`config.mk`:
```
export PLATFORM = sky130hd
export DESIGN_NAME = uart_tx_arbiter
export DESIGN_NICKNAME = d
export VERILOG_FILES = /design/src/rtl/uart_pkg.sv /design/src/rtl/uart_tx_serializer.sv /design/src/rtl/uart_tx_arbiter.sv
export SDC_FILE = /design/constraint.sdc
export NUM_CORES = 1
export LEC_CHECK = 0
export ABC_AREA = 1
export ABC_CLOCK_PERIOD_IN_PS = 4900
export CORE_ASPECT_RATIO = 0.5
export CORE_MARGIN = 8
export CORE_UTILIZATION = 59
export CTS_CLUSTER_SIZE = 14
export DETAILED_ROUTE_END_ITERATION = 16
export PLACE_DENSITY = 0.85
export SYNTH_ARGS = -nofsm -noshare
export SYNTH_HDL_FRONTEND = slang
export SYNTH_SLANG_ARGS = --single-unit
```
`constraint.sdc`:
```
create_clock -name clk -period 4.9 [get_ports clk]
set_input_delay 0.735 -clock clk [delete_from_list [all_inputs] [get_ports clk]]
set_output_delay 0.735 -clock clk [all_outputs]
set_load 0.01 [all_outputs]
```
`src/rtl/uart_pkg.sv`:
```
`default_nettype none
// ============================================================================
//  Module      : uart_pkg
//  Description : Shared types and constants for the UART TX arbiter slice.
//  Revision    : 1.0 - initial release
// ============================================================================
package uart_pkg;

   typedef enum logic [1:0] {
      S_IDLE  = 2'd0,
      S_START = 2'd1,
      S_DATA  = 2'd2,
      S_STOP  = 2'd3
   } uart_tx_state_t;

   localparam logic [7:0] UART_LF = 8'h0A;

   // A line feed terminates a text line and therefore ends the owner's lock.
   function automatic logic is_line_end(input logic [7:0] b);
      return (b == UART_LF);
   endfunction

endpackage
`default_nettype wire

```
`src/rtl/uart_tx_serializer.sv`:
```
`default_nettype none
// ============================================================================
//  Module      : uart_tx_serializer
//  Description : 8N1 frame serializer with byte-in/start/busy interface.
//  Revision    : 1.0 - initial release
// ============================================================================
module uart_tx_serializer
   import uart_pkg::*;
#(
   parameter int CLK_DIV = 434
) (
   input  logic       clk,
   input  logic       rst,
   input  logic       start,
   input  logic [7:0] data,
   output logic       tx,
   output logic       busy
);

   localparam int                  c_baud_w    = (CLK_DIV > 1) ? $clog2(CLK_DIV) : 1;
   localparam logic [c_baud_w-1:0] c_baud_last = c_baud_w'(CLK_DIV - 1);
   localparam logic [c_baud_w-1:0] c_baud_one  = c_baud_w'(1);

   uart_tx_state_t      r_state;
   logic [c_baud_w-1:0] r_baud_cnt;
   logic [2:0]          r_bit_idx;
   logic [7:0]          r_shift;
   logic                w_bit_end;

   assign w_bit_end = (r_baud_cnt == c_baud_last);

   always_ff @(posedge clk) begin
      if (rst) begin
         r_state    <= S_IDLE;
         r_baud_cnt <= '0;
         r_bit_idx  <= '0;
         r_shift    <= '0;
      end else begin
         case (r_state)
            S_IDLE: begin
               r_baud_cnt <= '0;
               r_bit_idx  <= '0;
               if (start) begin
                  r_shift <= data;
                  r_state <= S_START;
               end
            end
            S_START: begin
               if (w_bit_end) begin
                  r_state <= S_DATA;
               end
            end
            S_DATA: begin
               if (w_bit_end) begin
                  r_shift   <= {1'b0, r_shift[7:1]};
                  r_bit_idx <= r_bit_idx + 3'd1;
                  if (r_bit_idx == 3'd7) begin
                     r_state <= S_STOP;
                  end
               end
            end
            S_STOP: begin
               if (w_bit_end) begin
                  r_state <= S_IDLE;
               end
            end
            default: r_state <= S_IDLE;
         endcase

         // Bit-period counter free-runs only while a frame is on the line.
         if (r_state != S_IDLE) begin
            r_baud_cnt <= w_bit_end ? '0 : (r_baud_cnt + c_baud_one);
         end
      end
   end

   always_comb begin
      tx = 1'b1;
      case (r_state)
         S_START: tx = 1'b0;
         S_DATA:  tx = r_shift[0];
         default: tx = 1'b1;
      endcase
   end

   assign busy = (r_state != S_IDLE);

endmodule
`default_nettype wire

```
`src/rtl/uart_tx_arbiter.sv`:
```
`default_nettype none
// ============================================================================
//  Module      : uart_tx_arbiter
//  Description : Round-robin, line-locked sharing of one UART TX pin.
//  Revision    : 1.0 - initial release
// ============================================================================
module uart_tx_arbiter
   import uart_pkg::*;
#(
   parameter int CLK_DIV      = 434,
   parameter int IDLE_RELEASE = 4096
) (
   input  logic       clk,
   input  logic       rst,
   input  logic       req0_valid,
   input  logic [7:0] req0_data,
   output logic       req0_ready,
   input  logic       req1_valid,
   input  logic [7:0] req1_data,
   output logic       req1_ready,
   output logic       tx,
   output logic       busy,
   output logic       owner,
   output logic       locked
);

   localparam int                  c_idle_w    = $clog2(IDLE_RELEASE + 1);
   localparam logic [c_idle_w-1:0] c_idle_last = c_idle_w'(IDLE_RELEASE - 1);
   localparam logic [c_idle_w-1:0] c_idle_one  = c_idle_w'(1);

   logic                r_owner;
   logic                r_locked;
   logic [c_idle_w-1:0] r_idle_cnt;

   logic                w_ser_busy;
   logic                w_sel0;
   logic                w_sel1;
   logic                w_ready0;
   logic                w_ready1;
   logic                w_accept;
   logic [7:0]          w_accept_data;
   logic                w_owner_valid;
   logic                w_idle_tick;

   // Locked: only the owner. Unlocked tie: the requester that did not go last.
   always_comb begin
      w_sel0 = 1'b0;
      w_sel1 = 1'b0;
      if (r_locked) begin
         w_sel0 = ~r_owner;
         w_sel1 = r_owner;
      end else if (req0_valid && req1_valid) begin
         w_sel0 = r_owner;
         w_sel1 = ~r_owner;
      end else begin
         w_sel0 = req0_valid;
         w_sel1 = req1_valid;
      end
   end

   assign w_ready0      = ~w_ser_busy & req0_valid & w_sel0;
   assign w_ready1      = ~w_ser_busy & req1_valid & w_sel1;
   assign w_accept      = w_ready0 | w_ready1;
   assign w_accept_data = w_ready1 ? req1_data : req0_data;
   assign w_owner_valid = r_owner ? req1_valid : req0_valid;
   assign w_idle_tick   = r_locked & ~w_ser_busy & ~w_owner_valid;

   always_ff @(posedge clk) begin
      if (rst) begin
         r_owner    <= 1'b1;
         r_locked   <= 1'b0;
         r_idle_cnt <= '0;
      end else if (w_accept) begin
         r_owner    <= w_ready1;
         r_locked   <= ~is_line_end(w_accept_data);
         r_idle_cnt <= '0;
      end else if (w_idle_tick) begin
         // Release on the tick that brings the count up to IDLE_RELEASE.
         if (r_idle_cnt == c_idle_last) begin
            r_locked   <= 1'b0;
            r_idle_cnt <= '0;
         end else begin
            r_idle_cnt <= r_idle_cnt + c_idle_one;
         end
      end else begin
         r_idle_cnt <= '0;
      end
   end

   uart_tx_serializer #(
      .CLK_DIV (CLK_DIV)
   ) u_serializer (
      .clk   (clk),
      .rst   (rst),
      .start (w_accept),
      .data  (w_accept_data),
      .tx    (tx),
      .busy  (w_ser_busy)
   );

   assign req0_ready = w_ready0;
   assign req1_ready = w_ready1;
   assign busy       = w_ser_busy;
   assign owner      = r_owner;
   assign locked     = r_locked;

endmodule
`default_nettype wire

```
**Word level (Yosys, flattened, before mapping)**

Cells that the tools add are included.

- Add/subtract/negate cells: 3
- Multiply operators: 0
- Div/mod/pow operators: 0
- $lt $le $gt $ge: 0
- Equality and inequality tests: 12
- Shifts and indexed selects: 0
- Muxes and demuxes: 24
- Bitwise operators: 12
- Reduce and logical (&&, ||, !) cells: 12

Operators by type and width:

| operator | number |
|---|---|
| two-way mux 9 bit | 3 |
| two-way mux 8 bit | 3 |
| case mux 8 bit (2 select lines) | 1 |
| adder 13 x 1 -> 13 bit (second input constant) | 1 |
| equality test 13 x 12 -> 1 bit (second input constant) | 1 |
| two-way mux 2 bit | 5 |
| inequality test 2 x 1 -> 1 bit (second input constant) | 5 |
| nonzero test 2 bit | 5 |
| adder 9 x 1 -> 9 bit (second input constant) | 1 |
| equality test 9 bit (second input constant) | 1 |
| equality test 8 x 4 -> 1 bit (second input constant) | 1 |
| two-way mux 1 bit | 8 |
| case mux 2 bit (4 select lines) | 1 |
| bitwise AND 1 bit | 6 |
| case mux 3 bit (2 select lines) | 1 |
| NOT 1 bit | 5 |
| AND reduction 5 bit | 1 |
| equality test 2 bit (second input constant) | 2 |
| AND reduction 2 bit | 2 |
| OR reduction 4 bit | 1 |
| adder 3 x 1 -> 3 bit (second input constant) | 1 |
| equality test 3 bit (second input constant) | 1 |
| two-way mux 3 bit | 1 |
| AND reduction 3 bit | 1 |
| other kinds (5) | 5 |

- Register bits after elaboration: 37
- Latch bits: 0
- Memory bits (writable): 0
- ROM bits: 0
- Logic and storage cells: 70
- Memories kept: 0

**Longest topological paths before layout**

- Depth after elaboration: 8
- Depth in mapped cells: 11

**Hierarchy**

A second synthesis with hierarchy kept.

- Cells, all modules: 299
- Area, all modules: 2105.8 µm²

Modules (own cells, without submodules):

| module | times used | cells each | area an instance (µm²) | seq. area each (µm²) |
|---|---|---|---|---|
| uart_tx_serializer | 1 | 158 | 1167.4 | 440.4 |
| uart_tx_arbiter | 1 | 141 | 938.4 | 300.3 |

**Worst setup path before layout**

No wires, ideal clock.

- Path kind: register -> output
- Start: register u_serializer.r_state[0]
- End: output tx
- Arrival: 1.206 ns
- Required time: 4.165 ns
- Slack: 2.959 ns
- Stages on the path, launching flop included: 6
- Cell sequence: dfxtp_1 > inv_1 > ha_1 > clkbuf_2 > buf_2 > o21ai_0

- Longest elaborated chain between the ends: 2
- Elaborated cells between the ends (all ways): 3

Ends and longest elaborated chain:

| element | RTL line | source |
|---|---|---|
| start, declared | uart_tx_serializer.sv:24 | `uart_tx_state_t r_state;` |
| start signal, assigned | uart_tx_serializer.sv:34 | `r_state <= S_IDLE;` |
| start signal, assigned | uart_tx_serializer.sv:45 | `r_state <= S_START;` |
| start signal, assigned | uart_tx_serializer.sv:50 | `r_state <= S_DATA;` |
| equality test 2 bit / equality test 2 x 1 -> 1 bit (equally long branches) | uart_tx_serializer.sv:79 | `case (r_state)` |
| case mux 1 bit (2 select lines) * | uart_tx_serializer.sv:79 |  |
| end, declared | uart_tx_arbiter.sv:21 | `output logic tx,` |

Every way passes the cells marked *; elsewhere a longest branch is shown, timed or not.

**Final worst setup path**

- Start: input req1_valid
- End: output req1_ready

- Longest elaborated chain between the ends: 4
- Elaborated cells between the ends (all ways): 5

Ends and longest elaborated chain:

| element | RTL line | source |
|---|---|---|
| start, declared | uart_tx_arbiter.sv:18 | `input logic req1_valid,` |
| logical AND 1 bit | uart_tx_arbiter.sv:52 | `end else if (req0_valid && req1_valid) begin` |
| two-way mux 1 bit | uart_tx_arbiter.sv:52 |  |
| two-way mux 1 bit | uart_tx_arbiter.sv:49 | `if (r_locked) begin` |
| bitwise AND 1 bit * | uart_tx_arbiter.sv:62 | `assign w_ready1 = ~w_ser_busy & req1_valid & w_sel1;` |
| end, declared | uart_tx_arbiter.sv:20 | `output logic req1_ready,` |

Marks and branches as above.

==> flow_metrics.py <==
metrics = {
    "clock_network": {
        "cts_resized": 0,
        "clock_path_buffers": 2,
        "clk_pin_slew_ns": 0.08,
        "cts_root_buffer": "clkbuf_8",
        "cts_tree": "done",
        "worstSkewPairLatency_ns": 0.30,
        "cts_sinks": 37,
        "postCtsSetupBuffers": 0,
        "cts_made_buffers": 5,
        "cts.hold.buffers_added": 0,
        "htree_levels": 2,
    },
    "floorplanning": {
        "core_um2": 3360,
        "pin_count": 26,
        "die_area_um2": 5650,
        "die_x_um": 98.6,
        "row_count": 15,
        "die_height_um": 57.3,
        "initial_core_util": 0.600,
    },
    "synthesis": {
        "synth_top_family_by_area": "simple AND/OR/NAND/NOR gates",
        "yosys_warnings": 0,
        "synthesis.area_um2": 2010,
        "yosysSeqAreaShare": 0.368,
        "synth_compound_gate_area_share": 0.0783,
        "synthXorXnorAreaFrac": 0.0304,
        "ys_ff_latch": 37,
        "synth_nets": 328,
        "syn_inst": 298,
        "synth-adder-area-share": 0.0621,
        "synth.mux.area_fraction": 0,
        "synthSimpleGateAreaFrac": 0.358,
        "ys_types": 29,
        "syn_avg_cell_area_um2": 6.76,
    },
    "placement": {
        "preCtsSetupSlack_ns": 1.81,
        "gp_congestion": 0.841,
        "port-buffer-count": 25,
        "hpwl_mm": 3.36,
        "dp_cells": 359,
    },
    "detailed_routing": {
        "drc": 0,
        "first_iter_violations": 60,
        "ant_nets": 0,
        "viasPerCell": 5.06,
        "drt-pass1-iter-count": 4,
        "totalWireLength_mm": 4.35,
        "wire_per_inst_um": 11.8,
        "via_count": 1856,
    },
    "sta": {
        "final.period_utilization": 0.632,
        "max_freq_mhz": 323,
        "relSlewSlack": 0.674,
        "setup_ws_ns": 1.80,
        "skew_ns": 0.00992,
        "fin_setup_tns_ns": 0,
        "rsz0062_at_grt": "false",
        "fin_crit_ns": 3.10,
        "worst_pin_slew_ns": 0.489,
        "setup_viol": 0,
        "drv_slew": 0,
        "finalHoldViolCount": 0,
    },
    "hold_path": {
        "min_path_type": "register to register",
        "hold_depth": 1,
    },
    "pwr": {
        "switching_share": 0.398,
        "power.switching_mw": 0.401,
        "pwr-share-seq": 0.377,
        "ir_worst_vdd_v": 0.000169,
        "clkPwrFrac": 0.214,
        "power_density_nw_per_um2": 428,
        "combPwrFrac": 0.409,
        "p_leak_nw": 1.05,
        "internal_power_mw": 0.607,
    },
    "finish": {
        "nets": 354,
        "multiInputGateArea_um2": 1060,
        "n_antenna_cell": 0,
        "syn_to_final_growth_pct": 17.0,
        "regArea_um2": 741,
        "final_cells": 367,
        "fillers": 285,
        "final_common_cell": "nand2_1",
        "mostFrequentLayoutCells": "nand2_1, nor2_1, inv_1",
        "drive_above_1_share": 0.0523,
    },
    "worst_setup_path": {
        "crit_path_cell_trace": "clkdlybuf4s50_1 > nand2_2 > a21oi_4 > nand2_4 > inv_1 > clkdlybuf4s50_1",
        "regToRegStartpoint": "u_serializer.r_state[0]",
        "cp_max_fo": 12,
        "critPathMaxStageDelay_ns": 0.55,
        "cp-endpoint": "req1_ready",
        "critPathKind": "input pin to output pin",
        "worstRegToRegCells": 7,
        "ff2ff_setup_slack_ns": 2.88,
        "critPathLaunchType": "input pin",
        "crit_family": "buffers and inverters",
        "worst_setup_path_end_kind": "output pin",
        "cp_common_cell": "clkdlybuf4s50_1",
        "setup.worst_path.start": "req1_valid",
        "slowest_stage": "clkdlybuf4s50_1",
        "cp_num_cells": 6,
        "worstPathRequired_ns": 4.16,
        "worstReg2RegEnd": "u_serializer.r_shift[1]",
        "crit_buf_inv": 3,
        "cp.arrival_ns": 2.36,
    },
    "run_status": {
        "status": "complete, no violations",
    },
    "flow_run": {
        "max_cap_viol_count": 0,
    },
    "global_route": {
        "gr-total-overflow": 0,
        "antenna_found_initial": 0,
        "grt_pass1_vias": 1827,
        "grt_max_degree": 18,
        "grt_first_pass_wirelength_mm": 7.66,
        "grt_usage": 0.167,
    },
}
[cells by family after synthesis]
family,after synthesis
AOI/OAI and AO/OA,27
xor gates and xnor gates,7
adders and majority gates,10
buffers and inverters,48
DFF,37
and+or+nand+nor,169
[how the worst min path moves through the flow]
stage                  startpoint       endpoint  slack [ns]
finish              r_idle_cnt[0]  r_idle_cnt[0]        0.45
global route        r_idle_cnt[0]  r_idle_cnt[0]        0.49
CTS                 r_idle_cnt[0]  r_idle_cnt[0]        0.46
detailed placement  r_idle_cnt[0]  r_idle_cnt[0]        0.44
global placement    r_idle_cnt[0]  r_idle_cnt[0]        0.43
floorplan           r_idle_cnt[0]  r_idle_cnt[0]        0.42
[power groups by stage]
stage	combinational, mW	clock, mW	sequential (mW)
2_1_floorplan	0.315	0	0.381
5_1_grt	0.477	0.237	0.388
3_3_place_gp	0.399	0	0.385
3_5_place_dp	0.409	0	0.387
6_report	0.412	0.216	0.380
4_1_cts	0.412	0.221	0.380
[per-stage QoR]
stage	hold slack (ns)	power (mW)	cell area, um^2	util
2_1_floorplan	0.418	0.697	2010	-
3_3_place_gp	0.429	0.784	2270	0.674
3_5_place_dp	0.443	0.795	2270	0.674
4_1_cts	0.456	1.01	2360	0.701
5_1_grt	0.485	1.10	2360	0.701
6_report	0.453	1.01	2360	0.701
[synth_stat cells]
master | instances | area share
clkbuf_2 | 1 | 0.0025
xor2_1 | 3 | 0.013
a31oi_1 | 1 | 0.0031
nand4_1 | 1 | 0.0031
a21oi_1 | 13 | 0.032
nand3b_1 | 4 | 0.015
nor4_1 | 1 | 0.0031
o211ai_1 | 1 | 0.0037
nand3_1 | 15 | 0.037
clkbuf_8 | 1 | 0.0068
nor3b_1 | 2 | 0.0075
nor2_1 | 48 | 0.089
o21ai_0 | 4 | 0.0099
o21ai_1 | 5 | 0.012
nor3_1 | 11 | 0.027
nand2_4 | 1 | 0.0056
a21oi_4 | 1 | 0.0081
nand3_2 | 1 | 0.0050
buf_2 | 2 | 0.0050
nand2_1 | 80 | 0.15
o21ai_2 | 1 | 0.0043
dfxtp_1 | 37 | 0.37
ha_1 | 10 | 0.062
a41oi_1 | 1 | 0.0043
inv_1 | 42 | 0.078
or2_2 | 1 | 0.0031
xnor2_1 | 4 | 0.017
buf_6 | 2 | 0.011
nand2_2 | 4 | 0.012
[flip-flops by register name, summed over array words and instances (netlist names)]
name and cells:
u_serializer.r_bit_idx 3, owner 1, r_idle_cnt 13, u_serializer.r_baud_cnt 9
u_serializer.r_state 2, u_serializer.r_shift 8, locked 1
[layer usage]
layer	up-vias	global-route usage	part of all wire	wire length, um
li1	980	-	-	-
met2	42	0.294	0.49	2110
met4	0	0.0691	0.018	78
met5	-	0	0	0
met1	820	0.186	0.45	1970
met3	14	0.0521	0.043	185
[area by class of cell]
type / instances / share of cell area
clock buffer: 5 / 0.0292
clock inverter: 3 / 0.00903
inverter: 42 / 0.0669
multi-input combinational: 213 / 0.452
sequential: 37 / 0.314
tap: 42 / 0.0223
timing repair buffer: 25 / 0.106
Note: power is estimated with default switching activity, not from simulation.
